**config.mk**
```make
export PLATFORM = sky130hd
export DESIGN_NAME = telemetry_framer
export DESIGN_NICKNAME = d
export VERILOG_FILES = /design/src/rtl/telemetry_framer.sv
export SDC_FILE = /design/constraint.sdc
export NUM_CORES = 1
export LEC_CHECK = 0
export ABC_AREA = 1
export ABC_CLOCK_PERIOD_IN_PS = 4330
export BUFFER_PORTS_ARGS = -buffer_cell sky130_fd_sc_hd__clkbuf_2
export CAP_MARGIN = 20
export CORE_AREA = 10 10 139 141
export CTS_CLUSTER_DIAMETER = 100
export DETAILED_ROUTE_END_ITERATION = 16
export DIE_AREA = 0 0 149 151
export GPL_ROUTABILITY_DRIVEN = 0
export PLACE_DENSITY = 0.92
export SETUP_SLACK_MARGIN = 0.02
export SLEW_MARGIN = 20
export SYNTH_ARGS = -nofsm -noshare
export SYNTH_HDL_FRONTEND = slang
export SYNTH_SLANG_ARGS = --single-unit
```
**constraint.sdc**
```tcl
create_clock -name clk_in -period 4.33 [get_ports clk_in]
set_input_delay 0.866 -clock clk_in [delete_from_list [all_inputs] [get_ports clk_in]]
set_output_delay 0.866 -clock clk_in [all_outputs]
set_load 0.02 [all_outputs]
```
**src/rtl/telemetry_framer.sv**
```systemverilog
// rtl/telemetry_framer.sv - byte-stream framer for the PC waveform viewer
//
// Purpose: on each accepted start_in, streams one frame of bytes:
//   "WAVWID" | wave width | "OSCIDX" | osc0..osc(N-1) | "WAVDAT" | samples [| checksum]
//   Index fields are IDX_B=ceil(IDX_WIDTH/8) bytes, samples SMP_B=ceil(SAMPLE_WIDTH/8)
//   bytes, zero-extended and sent MSB byte first. Samples are read from wave memory
//   one at a time, starting at start_idx and wrapping at the end of the wave.
//
// Optional feature: define FRAMER_CHECKSUM_EN to append one trailer byte holding the
//   XOR of every preceding byte of the frame (tags included).
//
// Ports:
//   clk_in, rst_in                clock, synchronous active-high reset
//   start_in                      frame request (only honoured in IDLE)
//   wave_width_in, start_idx_in   wave length and window start, snapshotted at accept
//   osc_indices_in                packed playback indices, osc 0 in the LSBs
//   rd_en_out, rd_addr_out        wave memory read strobe / address
//   rd_data_in                    read data, valid MEM_LATENCY cycles after rd_en_out
//   byte_out, byte_valid_out      output byte stream
//   byte_ready_in                 sink ready (transfer = valid & ready at posedge)
//   busy_out                      frame in progress
//   frame_done_out                one-cycle pulse after the last byte transfers

module telemetry_framer #(
  parameter int NUM_OSC      = 4,
  parameter int IDX_WIDTH    = 18,
  parameter int SAMPLE_WIDTH = 16,
  parameter int MAX_SAMPLES  = 1024,
  parameter int MEM_LATENCY  = 2
) (
  input  logic                         clk_in,
  input  logic                         rst_in,
  input  logic                         start_in,
  input  logic [IDX_WIDTH-1:0]         wave_width_in,
  input  logic [IDX_WIDTH-1:0]         start_idx_in,
  input  logic [NUM_OSC*IDX_WIDTH-1:0] osc_indices_in,
  output logic                         rd_en_out,
  output logic [IDX_WIDTH-1:0]         rd_addr_out,
  input  logic [SAMPLE_WIDTH-1:0]      rd_data_in,
  output logic [7:0]                   byte_out,
  output logic                         byte_valid_out,
  input  logic                         byte_ready_in,
  output logic                         busy_out,
  output logic                         frame_done_out
);

  localparam int IDX_B  = (IDX_WIDTH + 7) / 8;
  localparam int SMP_B  = (SAMPLE_WIDTH + 7) / 8;
  localparam int IDX_PW = IDX_B * 8;
  localparam int SMP_PW = SMP_B * 8;

  localparam logic [47:0] TAG_WW = 48'h57_41_56_57_49_44;  // "WAVWID"
  localparam logic [47:0] TAG_OI = 48'h4F_53_43_49_44_58;  // "OSCIDX"
  localparam logic [47:0] TAG_WD = 48'h57_41_56_44_41_54;  // "WAVDAT"

  localparam logic [2:0] TAG_LAST  = 3'd5;
  localparam logic [2:0] IDX_LAST  = 3'(IDX_B - 1);
  localparam logic [2:0] SMP_LAST  = 3'(SMP_B - 1);
  localparam logic [2:0] WAIT_LAST = 3'(MEM_LATENCY - 1);
  localparam logic [4:0] OSC_LAST  = 5'(NUM_OSC - 1);

  // Window clamp; widths above MAX_SAMPLES are cut to MAX_SAMPLES samples.
  localparam logic [63:0]        MAX64   = 64'(MAX_SAMPLES);
  localparam logic [IDX_WIDTH:0] WIN_MAX = MAX64[IDX_WIDTH:0];

  typedef enum logic [3:0] {
    S_IDLE,
    S_TAG_WW,
    S_FLD_WW,
    S_TAG_OI,
    S_FLD_OI,
    S_TAG_WD,
    S_FETCH,
    S_WAIT,
    S_SEND_SMP
`ifdef FRAMER_CHECKSUM_EN
    , S_TRAILER
`endif
  } state_t;

  // State entered once the sample window is exhausted.
`ifdef FRAMER_CHECKSUM_EN
  localparam state_t S_AFTER = S_TRAILER;
`else
  localparam state_t S_AFTER = S_IDLE;
`endif

  state_t                       state_q, state_d;
  logic [2:0]                   byte_cnt_q;
  logic [4:0]                   osc_cnt_q;
  logic [2:0]                   wait_cnt_q;
  logic [IDX_WIDTH-1:0]         width_q;
  logic [IDX_WIDTH-1:0]         cur_q;
  logic [IDX_WIDTH-1:0]         rd_addr_q;
  logic [NUM_OSC*IDX_WIDTH-1:0] osc_q;
  logic [IDX_WIDTH:0]           remain_q;
  logic [SAMPLE_WIDTH-1:0]      sample_q;
  logic                         done_q;
`ifdef FRAMER_CHECKSUM_EN
  logic [7:0]                   csum_q;
`endif

  logic       valid_w;
  logic       xfer;
  logic       accept;
  logic [7:0] byte_w;

  function automatic logic [7:0] tag_byte(input logic [47:0] tag, input logic [2:0] k);
    logic [47:0] t;
    t = tag >> (8 * (5 - int'(k)));
    return t[7:0];
  endfunction

  function automatic logic [7:0] idx_byte(input logic [IDX_WIDTH-1:0] v, input logic [2:0] k);
    logic [IDX_PW-1:0] p;
    p = IDX_PW'(v);
    p = p >> (8 * (IDX_B - 1 - int'(k)));
    return p[7:0];
  endfunction

  function automatic logic [7:0] smp_byte(input logic [SAMPLE_WIDTH-1:0] v, input logic [2:0] k);
    logic [SMP_PW-1:0] p;
    p = SMP_PW'(v);
    p = p >> (8 * (SMP_B - 1 - int'(k)));
    return p[7:0];
  endfunction

  // Valid depends only on the registered state, so byte/valid cannot move while stalled.
  always_comb begin
    valid_w = 1'b0;
    case (state_q)
      S_TAG_WW, S_FLD_WW, S_TAG_OI, S_FLD_OI, S_TAG_WD, S_SEND_SMP: valid_w = 1'b1;
`ifdef FRAMER_CHECKSUM_EN
      S_TRAILER: valid_w = 1'b1;
`endif
      default: valid_w = 1'b0;
    endcase
  end

  assign xfer = valid_w & byte_ready_in;

  always_comb begin
    byte_w = 8'h00;
    case (state_q)
      S_TAG_WW:   byte_w = tag_byte(TAG_WW, byte_cnt_q);
      S_FLD_WW:   byte_w = idx_byte(width_q, byte_cnt_q);
      S_TAG_OI:   byte_w = tag_byte(TAG_OI, byte_cnt_q);
      S_FLD_OI:   byte_w = idx_byte(osc_q[IDX_WIDTH-1:0], byte_cnt_q);
      S_TAG_WD:   byte_w = tag_byte(TAG_WD, byte_cnt_q);
      S_SEND_SMP: byte_w = smp_byte(sample_q, byte_cnt_q);
`ifdef FRAMER_CHECKSUM_EN
      S_TRAILER:  byte_w = csum_q;
`endif
      default:    byte_w = 8'h00;
    endcase
  end

  always_ff @(posedge clk_in) begin
    if (rst_in) state_q <= S_IDLE;
    else        state_q <= state_d;
  end

  always_comb begin
    state_d = state_q;
    accept  = 1'b0;
    case (state_q)
      S_IDLE: begin
        // The frame_done cycle swallows start_in so a held request restarts one cycle later.
        if (start_in && !done_q) begin
          state_d = S_TAG_WW;
          accept  = 1'b1;
        end
      end
      S_TAG_WW: if (xfer && byte_cnt_q == TAG_LAST) state_d = S_FLD_WW;
      S_FLD_WW: if (xfer && byte_cnt_q == IDX_LAST) state_d = S_TAG_OI;
      S_TAG_OI: if (xfer && byte_cnt_q == TAG_LAST) state_d = S_FLD_OI;
      S_FLD_OI: if (xfer && byte_cnt_q == IDX_LAST && osc_cnt_q == OSC_LAST) state_d = S_TAG_WD;
      S_TAG_WD: begin
        if (xfer && byte_cnt_q == TAG_LAST)
          state_d = (remain_q == '0) ? S_AFTER : S_FETCH;
      end
      S_FETCH:  state_d = S_WAIT;
      S_WAIT:   if (wait_cnt_q == WAIT_LAST) state_d = S_SEND_SMP;
      S_SEND_SMP: begin
        if (xfer && byte_cnt_q == SMP_LAST)
          state_d = (remain_q == (IDX_WIDTH+1)'(1)) ? S_AFTER : S_FETCH;
      end
`ifdef FRAMER_CHECKSUM_EN
      S_TRAILER: if (xfer) state_d = S_IDLE;
`endif
      default:  state_d = S_IDLE;
    endcase
  end

  always_ff @(posedge clk_in) begin
    if (rst_in) begin
      byte_cnt_q <= '0;
      osc_cnt_q  <= '0;
      wait_cnt_q <= '0;
      width_q    <= '0;
      cur_q      <= '0;
      rd_addr_q  <= '0;
      osc_q      <= '0;
      remain_q   <= '0;
      sample_q   <= '0;
      done_q     <= 1'b0;
`ifdef FRAMER_CHECKSUM_EN
      csum_q     <= '0;
`endif
    end else begin
      done_q <= (state_q != S_IDLE) && (state_d == S_IDLE);

      // Byte counter restarts on every state entry; FLD_OI also restarts per oscillator.
      if (state_q != state_d)
        byte_cnt_q <= '0;
      else if (xfer)
        byte_cnt_q <= (state_q == S_FLD_OI && byte_cnt_q == IDX_LAST) ? 3'd0 : byte_cnt_q + 3'd1;

      wait_cnt_q <= (state_q == S_WAIT) ? wait_cnt_q + 3'd1 : 3'd0;

      if (accept) begin
        width_q   <= wave_width_in;
        osc_q     <= osc_indices_in;
        osc_cnt_q <= '0;
        cur_q     <= (start_idx_in >= wave_width_in) ? '0 : start_idx_in;
        remain_q  <= (64'(wave_width_in) > MAX64) ? WIN_MAX : {1'b0, wave_width_in};
      end

      // Shift the next oscillator field into the low bits once the current one is sent.
      if (state_q == S_FLD_OI && xfer && byte_cnt_q == IDX_LAST) begin
        osc_q     <= osc_q >> IDX_WIDTH;
        osc_cnt_q <= osc_cnt_q + 5'd1;
      end

      if (state_q == S_FETCH) begin
        rd_addr_q <= cur_q;
        cur_q     <= ({1'b0, cur_q} + 1'b1 == {1'b0, width_q}) ? '0 : cur_q + 1'b1;
      end

      if (state_q == S_WAIT && wait_cnt_q == WAIT_LAST)
        sample_q <= rd_data_in;

      if (state_q == S_SEND_SMP && xfer && byte_cnt_q == SMP_LAST)
        remain_q <= remain_q - 1'b1;

`ifdef FRAMER_CHECKSUM_EN
      if (accept)    csum_q <= '0;
      else if (xfer) csum_q <= csum_q ^ byte_w;
`endif
    end
  end

  assign byte_out       = byte_w;
  assign byte_valid_out = valid_w;
  assign busy_out       = (state_q != S_IDLE);
  assign rd_en_out      = (state_q == S_FETCH);
  // Present the fetch address during FETCH itself, then hold it until the next read.
  assign rd_addr_out    = (state_q == S_FETCH) ? cur_q : rd_addr_q;
  assign frame_done_out = done_q;

endmodule

```
== Yosys cells after proc, flatten, opt, wreduce, memory -nomap -nowiden ==
Index checks and enable logic that the tools add are counted.

* Output and inout port bits: 30
* Register bits after elaboration: 177
* Word-level logic and storage cells: 99
* Bits of input ports: 128

* Eq/ne operators: 16
* Bitwise operators: 2
* $lt $le $gt $ge: 2
* Add/sub/neg operators: 9
* Reductions and logical operators: 24
* Shift operators: 6
* Muxes and demuxes: 28

{| class="wikitable"
|+ Operators with widths
! kind !! count
|-
| $shr A47 B32 Y8 const A || 3
|-
| $mux W18 || 6
|-
| $mux W54 || 2
|-
| $shr A18 B32 Y8 || 2
|-
| $pmux W8 S6 || 1
|-
| $mux W19 || 2
|-
| $pmux W4 S9 || 1
|-
| $mux W4 || 8
|-
| $shr A16 B32 Y8 || 1
|-
| $add A18 B1 Y19 const B || 1
|-
| $eq A19 B1 Y1 const B || 1
|-
| $eq A19 B18 Y1 || 1
|-
| $logic_not A19 Y1 || 1
|-
| $sub A19 B1 Y19 const B || 1
|-
| $add A18 B1 Y18 const B || 1
|-
| $ge A18 B18 Y1 || 1
|-
| $gt A18 B11 Y1 const B || 1
|-
| $eq A4 B3 Y1 const B || 4
|-
| $logic_and A1 B1 Y1 || 12
|-
| $mux W5 || 2
|-
| $mux W3 || 3
|-
| $eq A4 B2 Y1 const B || 2
|-
| $logic_not A4 Y1 || 2
|-
| $add A3 B1 Y3 const B || 2
|-
| other kinds (19) || 26
|}

== Longest topological paths before layout ==
* Depth after elaboration: 10
* Gate-level depth with buffers: 17
* Mapped depth without buffers: 15

== Worst setup path before layout ==
Ideal clock, no wire load.

* Kind: reg2out
* Start: register byte_cnt_q[0]
* End: output byte_out[0]
* Arrival time: 2.074 ns
* Stages on the path, launching flop included: 10
* Path buffers: 2
* Data required time: 3.464 ns
* Path slack: 1.390 ns
* Cell sequence: dfxtp_1 clkbuf_1 clkinv_1 clkbuf_1 ha_1 inv_1 o211ai_1 o21ai_0 a21oi_1 o211ai_1

* Cells in the longest elaborated chain, start to end: 3
* Elaborated cells on any way between the ends: 10
* Classes of those cells: 3 x add/sub; 6 x shift; 1 x mux

{| class="wikitable"
|+ Ends and longest elaborated chain
! what !! RTL line !! text
|-
| from (decl) || 89 || <nowiki>logic [2:0] byte_cnt_q;</nowiki>
|-
| from (signal assigned) || 217 || <nowiki>byte_cnt_q <= (state_q == S_FLD_OI && byte_cnt_q == IDX_LAST) ? 3'd0 : byte_cnt_q + 3'd1;</nowiki>
|-
| $sub A3 B3 Y4 (tied with other cells) || 110 || <nowiki>t = tag >> (8 * (5 - int'(k)));</nowiki>
|-
| $shr A47 B32 Y8 (tied with other cells) || 110 ||
|-
| $pmux W8 S6 (*) || 144 || <nowiki>case (state_q)</nowiki>
|-
| to (decl) || 40 || <nowiki>output logic [7:0] byte_out,</nowiki>
|}

Mark *: on every way between the ends. The rest lies on a longest branch, timed or not.

== Final worst setup path ==
* Start: register byte_cnt_q[0]
* End: output byte_out[1]

The elaborated chain is that of the path after synthesis.

==> report_table.html <==
<table>
<tr><th>Metric</th><th>Value</th></tr>
<tr><th colspan="2">Critical path</th></tr>
<tr><td>Most used cell, CP</td><td>nand3_1</td></tr>
<tr><td>CP max-delay cell</td><td>ha_1</td></tr>
<tr><td>Start of the worst register-to-register path</td><td>byte_cnt_q[0]</td></tr>
<tr><td>Worst Path Arrival</td><td>3.05 ns</td></tr>
<tr><td>CP Cell Sequence</td><td>buf_4 &gt; clkinv_1 &gt; ha_1 &gt; inv_1 &gt; o211ai_1 &gt; nand3_1 &gt; o32ai_1 &gt; nand3_1 &gt; o221ai_1 &gt; clkbuf_2</td></tr>
<tr><td>Top fanout value on the critical path</td><td>26</td></tr>
<tr><td>Worst reg2reg setup slack</td><td>1.44 ns</td></tr>
<tr><td>Cell family with the largest share of critical-path delay</td><td>buffers and inverters</td></tr>
<tr><td>Kind of critical path</td><td>reg -&gt; out</td></tr>
<tr><td>Crit path buffers/inverters</td><td>4</td></tr>
<tr><td>Worst R2R End</td><td>osc_q[13]</td></tr>
<tr><td>CP startpoint</td><td>byte_cnt_q[0]</td></tr>
<tr><td>CP Launch Type</td><td>flip-flop</td></tr>
<tr><td>Critical path capture point</td><td>byte_out[1]</td></tr>
<tr><td>Required time of the worst setup path</td><td>3.46 ns</td></tr>
<tr><td>Logic depth of the worst register-to-register path</td><td>11</td></tr>
<tr><td>Total stage count of the critical path</td><td>10</td></tr>
<tr><td>Largest stage delay on the critical path</td><td>0.55 ns</td></tr>
<tr><td>Kind of capture point of the worst setup path</td><td>output pin</td></tr>
<tr><th colspan="2">Detailed routing</th></tr>
<tr><td>Antenna Violating Nets Remaining</td><td>0</td></tr>
<tr><td>Overall routed net length</td><td>30300 µm</td></tr>
<tr><td>Number of detailed-routing iterations run before antenna repair</td><td>9</td></tr>
<tr><td>Wire length on met2</td><td>13400 µm</td></tr>
<tr><td>Met1 wire length</td><td>12100 µm</td></tr>
<tr><td>Highest routed layer</td><td>met4</td></tr>
<tr><td>Met3 routed WL</td><td>3260 µm</td></tr>
<tr><td>Total DRC errors in the routed layout</td><td>0</td></tr>
<tr><td>DRT iter0 DRCs</td><td>1449</td></tr>
<tr><td>Routed length per placed instance</td><td>16.4 µm</td></tr>
<tr><td>Number of vias per cell</td><td>5.81</td></tr>
<tr><td>Via Count</td><td>10700</td></tr>
<tr><th colspan="2">Layout</th></tr>
<tr><td>Number of nets in the layout</td><td>1769</td></tr>
<tr><td>Ant. Diodes</td><td>0</td></tr>
<tr><td>Cell area after layout</td><td>11300 µm²</td></tr>
<tr><td>Post-route insts no fill</td><td>1842</td></tr>
<tr><td>Total of fill cells in the finished design</td><td>1351</td></tr>
<tr><td>Area growth from synthesis to layout</td><td>13.2%</td></tr>
<tr><td>Share of final-layout standard cells stronger than drive strength 1</td><td>0.171</td></tr>
<tr><th colspan="2">Synth</th></tr>
<tr><td>Warnings, synthesis</td><td>0</td></tr>
<tr><td>Most common cell in the netlist</td><td>nand2_1</td></tr>
<tr><td>Sequential fraction of the synthesis area</td><td>0.354</td></tr>
<tr><td>Area contributors post-synth</td><td>dfxtp_1, nand2_1, nor2_1</td></tr>
<tr><td>Distinct cell type count after synthesis</td><td>52</td></tr>
<tr><td>Syn nets</td><td>1655</td></tr>
<tr><td>FF+latch count, synth</td><td>177</td></tr>
<tr><td>Syn avg cell area</td><td>6.70 µm²</td></tr>
<tr><td>Cell area after technology mapping</td><td>10000 µm²</td></tr>
<tr><td>Number of synthesized flops with an enable pin</td><td>0</td></tr>
<tr><td>Yosys top cell by area</td><td>dfxtp_1</td></tr>
<tr><td>Synth async-reset ratio</td><td>0</td></tr>
<tr><td>Ys flop type</td><td>dfxtp_1</td></tr>
<tr><td>Area share of the leading cell type in the synthesized netlist</td><td>0.354</td></tr>
<tr><td>Gate Count Post-Synth</td><td>1495</td></tr>
<tr><td>Commonest cells in the synthesized netlist</td><td>nand2_1, dfxtp_1, nor2_1</td></tr>
<tr><th colspan="2">Global routing</th></tr>
<tr><td>Maximum number of pins on one net before global-route repair</td><td>95</td></tr>
<tr><td>Wire length of the first global-routing pass</td><td>49100 µm</td></tr>
<tr><td>GRT Overall Usage</td><td>0.264</td></tr>
<tr><td>Sum of overflow across all layers after global routing</td><td>0</td></tr>
<tr><td>Number of global-route vias before repair</td><td>10100</td></tr>
<tr><td>Antenna violations before repair</td><td>0</td></tr>
<tr><th colspan="2">Clock network</th></tr>
<tr><td>Total number of H-tree levels</td><td>4</td></tr>
<tr><td>Clock network latency to the later pin of the worst-skew pair</td><td>0.44 ns</td></tr>
<tr><td>TritonCTS clock tree</td><td>built</td></tr>
<tr><td>Root Buffer Master</td><td>clkbuf_16</td></tr>
<tr><td>Gates resized, CTS repair</td><td>0</td></tr>
<tr><td>Number of buffers inserted for hold repair after clock tree synthesis</td><td>0</td></tr>
<tr><td>Clock-pin slew on the worst setup and hold paths</td><td>0.07 ns</td></tr>
<tr><td>Buffers from clock root to sink, at most</td><td>2</td></tr>
<tr><td>Number of clock sinks</td><td>177</td></tr>
<tr><td>Clock buffers created by TritonCTS</td><td>17</td></tr>
<tr><td>Post-CTS Setup Bufs</td><td>0</td></tr>
<tr><th colspan="2">Timing</th></tr>
<tr><td>Final count of pins violating max slew</td><td>0</td></tr>
<tr><td>Minimum period implied by the final worst setup slack</td><td>3.92 ns</td></tr>
<tr><td>Slew margin rel.</td><td>0.324</td></tr>
<tr><td>Largest clock skew in the final design</td><td>0.00999 ns</td></tr>
<tr><td>Tightest Pin Transition</td><td>1.01 ns</td></tr>
<tr><td>Fraction of the cycle the final worst path needs</td><td>0.905</td></tr>
<tr><td>Final Setup Violations</td><td>0</td></tr>
<tr><td>Timing-limited maximum frequency</td><td>0.255 GHz</td></tr>
<tr><td>RSZ-0062 raised after global routing</td><td>no</td></tr>
<tr><td>Final total negative setup slack</td><td>0 ns</td></tr>
<tr><td>Final hold viol count</td><td>0</td></tr>
<tr><th colspan="2">Placement</th></tr>
<tr><td>Post-DP HPWL</td><td>22000 µm</td></tr>
<tr><td>Buffers added on ports</td><td>157</td></tr>
<tr><td>Number of instances in the placed design</td><td>1810</td></tr>
<tr><td>Cell area reported after detailed placement</td><td>10800 µm²</td></tr>
<tr><th colspan="2">Power</th></tr>
<tr><td>Power per Cell Area</td><td>343 nW/µm²</td></tr>
<tr><td>Total chip power</td><td>3890 µW</td></tr>
<tr><td>Max VDD drop</td><td>318 µV</td></tr>
<tr><td>Static leakage power</td><td>0.00515 µW</td></tr>
<tr><th colspan="2">Die</th></tr>
<tr><td>Initial cell density of the core</td><td>0.608</td></tr>
<tr><td>Total Die Area</td><td>22500 µm²</td></tr>
<tr><td>I/O pin count</td><td>158</td></tr>
<tr><td>Die Y</td><td>151 µm</td></tr>
<tr><td>Core Footprint</td><td>16500 µm²</td></tr>
<tr><td>Width of the chip</td><td>149 µm</td></tr>
<tr><td>Site row count</td><td>47</td></tr>
<tr><th colspan="2">Status</th></tr>
<tr><td>Outcome</td><td>finished clean</td></tr>
<tr><th colspan="2">Worst hold path</th></tr>
<tr><td>Hold/Removal Path Class</td><td>reg -&gt; reg</td></tr>
<tr><th colspan="2">Job</th></tr>
<tr><td>Number of maximum-capacitance violations</td><td>0</td></tr>
</table>
## worst min path at each step
stage / from / endpoint / slack [ns] / cells after the start
3_3_place_gp: wait_cnt_q[0] / wait_cnt_q[0] / 0.43 / 1
4_1_cts: osc_q[71] / osc_q[71] / 0.46 / 2
5_1_grt: osc_q[61] / osc_q[61] / 0.48 / 2
2_1_floorplan: wait_cnt_q[0] / wait_cnt_q[0] / 0.42 / 1
6_report: osc_q[68] / osc_q[68] / 0.46 / 2
3_5_place_dp: osc_cnt_q[3] / osc_cnt_q[3] / 0.45 / 2
## stage by stage
step,setup slack [ns],utilization,hold slack [ns]
detailed placement,1.01,0.656,0.454
global placement,1.06,0.655,0.433
global route,0.143,0.689,0.479
floorplan,1.39,-,0.421
CTS,0.480,0.689,0.463
finish,0.413,0.689,0.462
## layout make-up
class	instances	area [µm²]	share of cell area
Clock buffer	19	443	0.0391
Clock inverter	13	101	0.00894
Inverter	129	485	0.0428
Multi-Input combinational cell	1120	5640	0.498
Sequential cell	177	3540	0.312
Tap cell	220	275	0.0243
Timing Repair Buffer	164	851	0.0750
## registers in the layout, summed over array words and instances, names as in the netlist
name            cells
rd_addr_q          18
sample_q           16
state_q             4
osc_cnt_q           5
osc_q              72
wait_cnt_q          3
cur_q              18
frame_done_out      1
remain_q           19
width_q            18
byte_cnt_q          3
## where the power goes
| part | switching (µW) | internal [µW] | leakage (µW) | total, µW |
|---|---|---|---|---|
| sequential | 95.2 | 1720 | 0.00145 | 1810 |
| combinational | 407 | 229 | 0.00345 | 636 |
| clock | 686 | 758 | 0.000258 | 1440 |
## worst register-to-register path: cells and delay by family, from the launching register on
family / cells / cell delay (ns)
fa+ha+maj: 1 / 0.42
buf+inv: 4 / 1.12
flops: 1 / 0.31
compound gates: 1 / 0.15
simple gates: 5 / 0.81
## routing by layer
layer | up-vias | global-route usage
met5 | - | 0
met4 | 0 | 0.135
met3 | 149 | 0.0656
met2 | 647 | 0.419
met1 | 4783 | 0.328
li1 | 5117 | -
## cells in the final DEF, fill, tap and decap left out, drive strengths merged
cell type  synthesis  routed
a21o               2       2
nand4             17      17
o21ai            116     116
buf               35       8
inv              126     132
clkbuf            34     175
xnor2             11      11
nand3b             2       2
o211ai            10      10
xor3               1       1
nor2             189     189
mux2i              1       1
nor4               7       7
xor2              12      12
o221ai             2       2
a211oi             1       1
a211o              1       1
a31oi             63      63
clkinvlp           0       4
dfxtp            177     177
a21oi            108     108
nand2            440     440
a21boi             1       1
o31ai              2       2
ha                32      32
nand3             63      63
clkinv             3       6
xnor3              1       1
o32ai              1       1
or2               22      22
nor3              13      13
o21bai             2       2
## cells by family (layout without fill, tap and decap cells)
| kind of cell | count (synthesis) | after routing | synth area share |
|---|---|---|---|
| buffers and inverters | 198 | 325 | 0.0831 |
| AND/OR/NAND/NOR | 753 | 753 | 0.324 |
| adder cells (fa/ha/maj) | 32 | 32 | 0.0400 |
| flip-flops | 177 | 177 | 0.354 |
| XOR/XNOR | 25 | 25 | 0.0247 |
| AO/OA/AOI/OAI | 309 | 309 | 0.173 |
| multiplexers | 1 | 1 | 0.000999 |
(Power assumes the default switching activity.)
